$ cat src/rtl/coherence_bus_ctrl.sv
// MSI bus controller: arbitrates two snooping dcaches onto one RAM port,
// snoops the non-requesting cache and serves fills cache-to-cache or from RAM.
module coherence_bus_ctrl #(
    parameter int BLK_WORDS = 2,
    parameter int WORD_W    = 32
) (
    input  logic                   CLK,
    input  logic                   RST,
    input  logic [1:0]             dREN,
    input  logic [1:0]             dWEN,
    input  logic [1:0][WORD_W-1:0] daddr,
    input  logic [1:0][WORD_W-1:0] dstore,
    input  logic [1:0]             cctrans,
    input  logic [1:0]             ccwrite,
    output logic [1:0]             dwait,
    output logic [1:0][WORD_W-1:0] dload,
    output logic [1:0]             ccwait,
    output logic [1:0]             ccinv,
    output logic [1:0][WORD_W-1:0] ccsnoopaddr,
    output logic                   ramREN,
    output logic                   ramWEN,
    output logic [WORD_W-1:0]      ramaddr,
    output logic [WORD_W-1:0]      ramstore,
    input  logic [WORD_W-1:0]      ramload,
    input  logic [1:0]             ramstate
);

    localparam int BEAT_W = (BLK_WORDS > 1) ? $clog2(BLK_WORDS) : 1;
    localparam logic [BEAT_W-1:0] LAST_BEAT = BEAT_W'(BLK_WORDS - 1);
    localparam logic [1:0] RAM_ACCESS = 2'b10;

    typedef enum logic [2:0] {
        IDLE   = 3'd0,
        WB     = 3'd1,
        SNOOP1 = 3'd2,
        SNOOP2 = 3'd3,
        C2C    = 3'd4,
        RDRAM  = 3'd5
    } state_e;

    state_e              state_q, state_d;
    logic                grant_q, grant_d;
    logic                last_q, last_d;
    logic [BEAT_W-1:0]   beat_q, beat_d;

    logic                r, s, access, gnt_c;
    logic [1:0]          req;

    assign r      = grant_q;
    assign s      = ~grant_q;
    assign access = (ramstate == RAM_ACCESS);
    assign req    = dREN | dWEN;

    always_ff @(posedge CLK) begin
        if (RST) begin
            state_q <= IDLE;
            grant_q <= 1'b0;
            last_q  <= 1'b1;
            beat_q  <= '0;
        end else begin
            state_q <= state_d;
            grant_q <= grant_d;
            last_q  <= last_d;
            beat_q  <= beat_d;
        end
    end

    always_comb begin
        state_d = state_q;
        grant_d = grant_q;
        last_d  = last_q;
        beat_d  = beat_q;
        gnt_c   = (req == 2'b11) ? ~last_q : req[1];
        case (state_q)
            IDLE: begin
                // Requests that are neither a write-back nor a coherent read are dropped without a grant.
                if (req != 2'b00) begin
                    if (dWEN[gnt_c]) begin
                        state_d = WB;
                        grant_d = gnt_c;
                        last_d  = gnt_c;
                    end else if (dREN[gnt_c] && cctrans[gnt_c]) begin
                        state_d = SNOOP1;
                        grant_d = gnt_c;
                        last_d  = gnt_c;
                    end
                end
            end
            WB: begin
                if (access) state_d = IDLE;
            end
            SNOOP1: state_d = SNOOP2;
            SNOOP2: begin
                if (cctrans[s] && dWEN[s]) state_d = C2C;
                else                       state_d = RDRAM;
            end
            C2C, RDRAM: begin
                if (access) begin
                    if (beat_q == LAST_BEAT) begin
                        beat_d  = '0;
                        state_d = IDLE;
                    end else begin
                        beat_d = beat_q + 1'b1;
                    end
                end
            end
            default: state_d = IDLE;
        endcase
    end

    always_comb begin
        dwait       = 2'b11;
        dload       = '0;
        ccwait      = '0;
        ccinv       = '0;
        ccsnoopaddr = '0;
        ramREN      = 1'b0;
        ramWEN      = 1'b0;
        ramaddr     = '0;
        ramstore    = '0;
        case (state_q)
            WB: begin
                ramWEN   = 1'b1;
                ramaddr  = daddr[r];
                ramstore = dstore[r];
                if (access) dwait[r] = 1'b0;
            end
            SNOOP1, SNOOP2: begin
                ccwait[s]      = 1'b1;
                ccsnoopaddr[s] = daddr[r];
                ccinv[s]       = ccwrite[r];
            end
            C2C: begin
                // Dirty holder's word goes to the requester and to RAM in the same beat.
                ccwait[s] = 1'b1;
                ramWEN    = 1'b1;
                ramaddr   = daddr[s];
                ramstore  = dstore[s];
                dload[r]  = dstore[s];
                if (access) dwait = 2'b00;
            end
            RDRAM: begin
                ramREN   = 1'b1;
                ramaddr  = daddr[r];
                dload[r] = ramload;
                if (access) dwait[r] = 1'b0;
            end
            default: ;
        endcase
    end

endmodule

$ cat config.mk
export PLATFORM = sky130hd
export DESIGN_NAME = coherence_bus_ctrl
export DESIGN_NICKNAME = d
export VERILOG_FILES = /design/src/rtl/coherence_bus_ctrl.sv
export SDC_FILE = /design/constraint.sdc
export NUM_CORES = 1
export LEC_CHECK = 0
export ABC_AREA = 1
export BUFFER_PORTS_ARGS = -buffer_cell sky130_fd_sc_hd__buf_4
export CAP_MARGIN = 20
export CORE_AREA = 8 8 140 142
export DETAILED_ROUTE_END_ITERATION = 10
export DIE_AREA = 0 0 148 150
export PLACE_DENSITY = 0.49
export SKIP_CTS_REPAIR_TIMING = 1
export SYNTH_ARGS = -nofsm -noshare
export SYNTH_HDL_FRONTEND = slang
export SYNTH_SLANG_ARGS = --single-unit
$ cat constraint.sdc
create_clock -name CLK -period 2.63 [get_ports CLK]
set_input_delay 0.526 -clock CLK [delete_from_list [all_inputs] [get_ports CLK]]
set_output_delay 0.526 -clock CLK [all_outputs]
set_load 0.005 [all_outputs]
Word level (Yosys, flattened, before mapping)
Cells that the tools add are included.
Word-level totals
  output and inout port bits: 200
  logic and storage cells: 96
  flip-flop bits (word level): 6
Cells by class
  bitwise gates (word level): 8
  add/sub/neg operators: 1
  equal/unequal tests: 12
  magnitude comparators: 5
  reductions and logical operators: 15
  multiplexer cells: 51
Operator list (number)
  32-bit two-way mux: 10
  64-bit bitwise AND: 3
  32-bit case mux with 2 select lines: 2
  64-bit case mux with 2 select lines: 1
  32-bit demux with 1-bit select: 2
  64-bit two-way mux: 1
  1-bit two-way mux: 21
  3-bit two-way mux: 6
  3-bit case mux with 5 select lines: 1
  2-bit two-way mux: 4
  2-bit != test, second input constant: 4
  2-bit OR reduction: 4
  3-bit by 2-bit equality test with 1-bit output, second input constant: 2
  3-bit equality test, second input constant: 2
  1-bit by 2-bit < comparator with 1-bit output, second input constant: 3
  5-bit AND reduction: 1
  2-bit equality test, second input constant: 2
  1-bit logical AND: 4
  2-bit case mux with 2 select lines: 1
  2-bit nonzero test: 2
  3-bit by 1-bit equality test with 1-bit output, second input constant: 1
  3-bit zero test: 1
  3-bit != test, second input constant: 1
  3-bit AND reduction: 1
  other kinds (9): 12

Depth between registers and ports, before layout
Gate-level depths: netlist of run 1.
  depth in word-level cells: 10
  depth in mapped cells: 11

Worst setup path after synthesis of run 1
No wires, ideal clock.
  kind: reg-to-output
  start: register grant_q
  end: output port ramstore[16]
  data arrival time: 1.186 ns
  stages on the path, launching flop included: 7
  path buffers: 3
  path slack: 0.918 ns
  data required time: 2.104 ns
  path through: dfxtp_1 buf_4 inv_2 buf_4 buf_2 nor2_1 o32ai_1
Between the ends
  longest elaborated chain between the ends: 3
RTL lines
  from (decl): line 42  | logic grant_q, grant_d;
  from (signal assigned): line 62  | grant_q <= grant_d;
  32-bit two-way mux (on tied branches) (2 in series): line 138, 125
  32-bit case mux with 2 select lines *: line 121  | case (state_q)
  to (decl): line 23  | output logic [WORD_W-1:0] ramstore,
Every way passes the cells marked *; elsewhere a longest branch is shown, timed or not. The select of a mux whose other input is x is not followed.

Worst setup path after layout of run 1
  start: register state_q[2]
  end: output port ramaddr[31]
Between the ends
  longest elaborated chain between the ends: 3
RTL lines
  from (decl): line 41  | state_e state_q, state_d;
  from (signal assigned): line 61  | state_q <= state_d;
  3-bit equality test or 3-bit by 1-bit equality test with 1-bit output (tied branches): line 121
  2-bit OR reduction (no line)
  32-bit case mux with 2 select lines *: line 121
  to (decl): line 22  | output logic [WORD_W-1:0] ramaddr,
Every way passes the cells marked *; elsewhere a longest branch is shown, timed or not.

==> results.cfg, run 1 <==
[sta]
slew_violations = 0
max_freq_mhz = 417
grt_setup_unrepaired = false
final.min_clock_period_ns = 2.40
fin_tns_setup_ns = 0
worstMarginPinSlew_ns = 0.505
post-route-period-util_pct = 91.3
finalHoldViolations = 0
final_setup_violating_endpoints = 0
worst_clk_skew_ns = 0.00400
relSlewSlack_pct = 66.3

[pwr]
power_leakage_nw = 3.40
ir_drop_mv = 0.269
power-per-cell-area_nw_per_um2 = 693

[finish]
design.final.nets = 1072
drive_above_1_share_pct = 48.5
postLayoutCellArea_um2 = 6070
layout-area-overhead-vs-synth_pct = 96.6
fillCellCount = 1978
diodes = 0

[route]
drt_drc_violations_left = 0
drt-pass1-iter-count = 4
detail_route.wirelength_mm = 20.7
vias_cell = 4.41
vias = 4971
first_iter_violations = 174
postRouteAntennaNets = 0
wire_per_inst_um = 18.4

[place]
gp_routability_congestion = 0.831
placement.io_buffers = 371
postPlaceCellArea_um2 = 5990
dp.final_hpwl_mm = 17.5

[synth]
fraction_of_synthesized_cell_area_taken_by_the_top_area_cell_type_pct = 24.5
avg_synthesized_cell_area_um2 = 5.59
syn_nets = 725
post_synth_main_area_contributors = sky130_fd_sc_hd__nor2_1 (25%), sky130_fd_sc_hd__o22ai_2 (12%), sky130_fd_sc_hd__mux2i_1 (10%)
synth-seq-area-share_pct = 3.89
synthDominantAreaCellType = sky130_fd_sc_hd__nor2_1
postSynthRegisterBits = 6
synth_cells = 553
syn-cell-area_um2 = 3090
ys_warn_count = 0
ys_types = 30

[clocking]
clk_transition_reported_paths_ns = 0.04
cts_num_sinks = 6
cts_inserted_buffers = 3
worstSkewPairLatency_ns = 0.23
cts_tree = done
cts_max_path_buffers = 2
clock_tree.htree_level_count = 1
clock_tree.root_cell = sky130_fd_sc_hd__clkbuf_16

[setup_path]
worstPathMaxFanout = 31
r2r-end = state_q[2]
worstSetupStartpointType = flop
worst-endpoint-required_ns = 2.10
cp-end-kind = primary output
worst-r2r-setup-slack_ns = 1.25
timing_worst_setup_path_type = flop to primary output
cp_data_arrival_time_ns = 1.87
regToRegStartpoint = state_q[2]
worstSetupEndpoint = ramaddr[31]
reg2regPathDepth = 8
critical_path.startpoint = state_q[2]

[global_routing]
first_global_vias = 5152
largest_net_degree_at_the_start_of_global_routing = 51
overflow = 0
grt_usage_pct = 16.9
grt_antenna_before_repair = 0
global_route_wire_length_before_repair_mm = 29.8

[min_path]
hold_path_class = flop to flop

[die]
ioPinCount = 372
full_die_area_um2 = 22200
rows = 49
core_um2 = 17500
floorplan.initialDensity_pct = 17.6
die_h_um = 150
die_width_um = 148

[run]
drv_cap = 0

[status]
status = completed
[per-layer routing]
metal	part of all wire (%)	vias to the layer above	global-route usage, %
met2	53	233	33.1
met4	0.49	0	1.68
li1	-	2494	-
met5	0	-	0
met1	38	2237	17.7
met3	8.9	7	5.38
[power by group]
part,leakage [nW],internal [mW],switching [mW]
sequential,0.0501,0.128,0.0456
combinational,3.32,1.77,2.01
clock,0.0382,0.201,0.0555
total,3.40,2.10,2.11
[sequential cells by signal, summed over array words and instances, names as in the netlist]
name,cells
beat_q,1
grant_q,1
last_q,1
state_q,3
[kinds of logic after synthesis]
kind of cell	count (synthesis)	synth area share (%)
AO/OA/AOI/OAI	108	29.1
buffers and inverters	122	19.8
flip-flops	6	3.89
multiplexers	32	10.4
AND/OR/NAND/NOR	285	36.8
[synthesized netlist by cell type (all sizes together)]
master and count:
o211ai 1, o21ai 39, nand3 11, o2111ai 1
nand3b 1, mux2i 32, o221ai 1, inv 80
clkbuf 9, or2 1, a21oi 3, nor2 206
buf 33, dfxtp 6, nor3 1, o32ai 32
nand2 65, o22ai 31
[final cells by class]
| type | instances | area (um^2) | share of cell area [%] |
|---|---|---|---|
| Timing Repair Buffer | 384 | 2920 | 48.1 |
| Multi-Input combinational cell | 425 | 2360 | 38.8 |
| Inverter | 80 | 308 | 5.07 |
| Tap cell | 229 | 287 | 4.72 |
| Sequential cell | 6 | 124 | 2.04 |
| Clock buffer | 4 | 78.8 | 1.30 |
[through the flow]
| step | power [mW] | utilization [%] | cells | setup WS (ns) | hold WS (ns) |
|---|---|---|---|---|---|
| floorplan | 2.19 | - | 553 | 0.918 | 0.416 |
| global placement | 4.02 | 34.2 | 1124 | 0.372 | 0.432 |
| detailed placement | 4.02 | 34.2 | 1124 | 0.271 | 0.444 |
| CTS | 4.29 | 34.6 | 1128 | 0.0308 | 0.456 |
| global route | 4.59 | 34.6 | 1128 | 0.109 | 0.478 |
| finish | 4.21 | 34.6 | 1128 | 0.229 | 0.447 |
[cell usage in the layout, fill, tap and decap left out]
cell                        count
sky130_fd_sc_hd__a21oi_1        3
sky130_fd_sc_hd__buf_12         3
sky130_fd_sc_hd__buf_4        381
sky130_fd_sc_hd__clkbuf_1       1
sky130_fd_sc_hd__clkbuf_16      3
sky130_fd_sc_hd__dfxtp_1        5
sky130_fd_sc_hd__dfxtp_4        1
sky130_fd_sc_hd__inv_1         73
sky130_fd_sc_hd__inv_2          4
sky130_fd_sc_hd__inv_4          3
sky130_fd_sc_hd__mux2i_1       32
sky130_fd_sc_hd__nand2_1       61
sky130_fd_sc_hd__nand2_2        2
sky130_fd_sc_hd__nand2_4        2
sky130_fd_sc_hd__nand3_1       10
sky130_fd_sc_hd__nand3_2        1
sky130_fd_sc_hd__nand3b_1       1
sky130_fd_sc_hd__nor2_1       202
sky130_fd_sc_hd__nor2_2         2
sky130_fd_sc_hd__nor2_4         2
sky130_fd_sc_hd__nor3_1         1
sky130_fd_sc_hd__o2111ai_1      1
sky130_fd_sc_hd__o211ai_1       1
sky130_fd_sc_hd__o21ai_0        4
sky130_fd_sc_hd__o21ai_1       34
sky130_fd_sc_hd__o21ai_2        1
sky130_fd_sc_hd__o221ai_1       1
sky130_fd_sc_hd__o22ai_1        1
sky130_fd_sc_hd__o22ai_2       30
sky130_fd_sc_hd__o32ai_1       32
sky130_fd_sc_hd__or2_2          1
[worst min-delay path by stage]
stage | to | cells past startpoint | from
2_1_floorplan | beat_q | 1 | beat_q
3_3_place_gp | beat_q | 1 | beat_q
3_5_place_dp | last_q | 2 | last_q
4_1_cts | last_q | 2 | last_q
5_1_grt | grant_q | 2 | RST
6_report | last_q | 2 | last_q
[critical path: stages, from the launching register on]
cell                      delay (ns)
sky130_fd_sc_hd__dfxtp_1        0.37
sky130_fd_sc_hd__inv_2          0.08
sky130_fd_sc_hd__nor2_4         0.15
sky130_fd_sc_hd__nand2_2        0.11
sky130_fd_sc_hd__o21ai_1        0.22
sky130_fd_sc_hd__inv_4          0.23
sky130_fd_sc_hd__o22ai_1        0.29
sky130_fd_sc_hd__buf_4          0.18
No activity file was read; power rests on OpenSTA's default activity.
==> run 2: changes to the inputs <==
- ABC_AREA: 1 -> unset
- CORE_AREA: 8 8 140 142 -> 8 8 139 141
- DIE_AREA: 0 0 148 150 -> 0 0 147 149
- clock period: 2.63 -> 2.6 ns (I/O delays scaled with it)
==> run 2 against run 1 <==
  * Worst setup slack worse by 0.020 ns
  * Sequential cell count stayed put
  * Clock skew is 0.0015 ns higher
  * Cell count is 7.8% lower
  * Register-to-register slack worse by 0.19 ns
  * Synthesized area is 3.9% lower
  * Core utilization is 1.0 points higher
  * Total power is 15% lower
  * Wire length is 2.7% higher
  * Sequential share of layout area hardly changed
  * Clock-buffer cell count stayed put
  * Clock power is 2% higher
==> results.cfg, run 2 <==
[synth]
yosys.cell_count.top_type = sky130_fd_sc_hd__nor2_1
synth_enable_flop_cells = 0
post_synth_main_area_contributors = sky130_fd_sc_hd__a221oi_1 (20%), sky130_fd_sc_hd__nor2_1 (13%), sky130_fd_sc_hd__mux2i_1 (11%)
avg_synthesized_cell_area_um2 = 6.19
async_flop_share_pct = 0
synthAdderAreaFrac_pct = 0
ys_warn_count = 0
synth_top_cells_by_count = sky130_fd_sc_hd__nor2_1 (106), sky130_fd_sc_hd__a221oi_1 (67), sky130_fd_sc_hd__and2_1 (36)
synth_compound_gate_area_share_pct = 39.1
synthMuxAreaShare_pct = 11.5
postSynthRegisterBits = 6
synth_top_family_by_area = compound AO/OA/AOI/OAI gates
dominantRegCellSynth = sky130_fd_sc_hd__dfxtp_1
synth_xor_area_share_pct = 0.295
synth-seq-area-share_pct = 4.04
fraction_of_synthesized_cell_area_taken_by_the_top_area_cell_type_pct = 19.8
syn_nets = 652
ys_types = 37
synth_cells = 480
syn-cell-area_um2 = 2970
yosys.area_share.simple_pct = 35.7
synthDominantAreaCellType = sky130_fd_sc_hd__a221oi_1

[die]
die_h_um = 149
ioPinCount = 372
full_die_area_um2 = 21900
floorplan.initialDensity_pct = 17.4
core_um2 = 17100
rows = 48
die_width_um = 147

[setup_path]
critPathTopFamily = flip-flops
timing.critical_path.cells = nor2b_2, and2_2, buf_12, a221oi_1, nor2_1, buf_4
regToRegStartpoint = last_q
cp-end-kind = primary output
worst-r2r-setup-slack_ns = 1.06
critical_path.startpoint = state_q[0]
worst-path-buf-inv = 2
r2r-end = state_q[0]
timing_worst_setup_path_type = flop to primary output
reg2regPathDepth = 4
worstSetupEndpoint = ramstore[21]
worst-endpoint-required_ns = 2.08
worstSetupStartpointType = flop
worstPathMaxFanout = 67
timing.critical_path.slowest_cell_delay_ns = 0.47
cp_data_arrival_time_ns = 1.87
cpMaxStageDelayCell = sky130_fd_sc_hd__dfxtp_1
path_length_in_cells_of_the_critical_path = 6

[clocking]
cts_num_sinks = 6
cts_max_path_buffers = 2
cts_tree = done
clk_transition_reported_paths_ns = 0.04
cts_inserted_buffers = 3
worstSkewPairLatency_ns = 0.23
clock_tree.root_cell = sky130_fd_sc_hd__clkbuf_16
clock_tree.htree_level_count = 1

[global_routing]
first_global_vias = 4982
largest_net_degree_at_the_start_of_global_routing = 68
global_route_wire_length_before_repair_mm = 30.8
overflow = 0
grt_antenna_before_repair = 1
grt_usage_pct = 17.6

[finish]
drive_above_1_share_pct = 49.4
largest_register = state_q
layout-area-overhead-vs-synth_pct = 105
design.final.nets = 987
largest_register_ff_count = 3
layout_commonest_cell = sky130_fd_sc_hd__buf_4
mostFrequentLayoutCells = sky130_fd_sc_hd__buf_4 (382), sky130_fd_sc_hd__nor2_1 (102), sky130_fd_sc_hd__a221oi_1 (67)

[place]
place_worst_setup_slack_ns = 0.328
dp.final_hpwl_mm = 17.3
placement.io_buffers = 371
gp_routability_congestion = 0.835

[sta]
fin_worst_hold_slack_ns = 0.514
final_setup_violating_endpoints = 0
post-route-period-util_pct = 91.9
final.min_clock_period_ns = 2.39
relSlewSlack_pct = 67.3
fin_tns_setup_ns = 0
slew_violations = 0
worstMarginPinSlew_ns = 0.484
worst_clk_skew_ns = 0.00552
max_freq_mhz = 418
finalHoldViolations = 0
grt_setup_unrepaired = false
final.setup.worst_slack_ns = 0.210

[pwr]
power-per-cell-area_nw_per_um2 = 590
power_leakage_nw = 3.24
p_total_mw = 3.59
ir_drop_mv = 0.260

[route]
vias_cell = 4.89
postRouteAntennaNets = 0
detail_route.wirelength_mm = 21.3
drt-pass1-iter-count = 5
first_iter_violations = 295
wire_per_inst_um = 20.5
vias = 5089
drt_drc_violations_left = 0

[run]
drv_cap = 0

[min_path]
hold_path_class = primary input to flop

[status]
status = completed
## run 2: cell types whose count changed in the layout (fill, tap and decap cells not counted), sizes merged, moves of 34 or more
cell / before / now
inv: 80 / 5
nor2: 206 / 106
a221oi: 0 / 67
and3: 0 / 34
and2: 0 / 36
## run 2: area by class of cell
| class | count | area, um^2 |
|---|---|---|
| tap | 225 | 282 |
| multi-input combinational | 411 | 2590 |
| inverter | 5 | 18.8 |
| fill | 1888 | 11000 |
| timing repair buffer | 388 | 2990 |
| antenna | 1 | 2.50 |
| sequential | 6 | 125 |
| clock buffer | 4 | 78.8 |
## run 2: kinds of logic (layout without fill, tap and decap cells)
kind of cell,Yosys count,in the layout
simple gates,225,225
compound gates,151,151
buf+inv,63,397
mux,34,34
flops,6,6
xor+xnor,1,1
other cells,0,1
## run 2: worst min path at each step
stage	endpoint	startpoint	slack, ns	cells past startpoint
after floorplan	state_q[1]	state_q[1]	0.50	2
after detailed placement	beat_q	beat_q	0.55	3
final	beat_q	RST	0.51	2
after global routing	beat_q	RST	0.52	2
after global placement	beat_q	beat_q	0.55	3
after CTS	beat_q	RST	0.51	2
## run 2: through the flow
| step | instance area, um^2 | util, % | cells |
|---|---|---|---|
| global placement | 6000 | 35.2 | 1035 |
| floorplan | 2970 | - | 480 |
| global route | 6090 | 35.7 | 1040 |
| finish | 6090 | 35.7 | 1040 |
| detailed placement | 6000 | 35.2 | 1035 |
| CTS | 6080 | 35.7 | 1039 |
## run 2: metal layers
layer / track usage (%) / share of wire, % / vias up
li1: - / - / 2461
met1: 19.4 / 38 / 2370
met2: 32.5 / 51 / 250
met3: 6.19 / 9.6 / 8
met4: 2.14 / 0.66 / 0
met5: 0 / 0 / -
## run 2: where the power goes
| part | switching, mW | internal [mW] |
|---|---|---|
| clock | 0.0572 | 0.204 |
| sequential | 0.0505 | 0.122 |
| combinational | 1.59 | 1.57 |
| total | 1.70 | 1.90 |
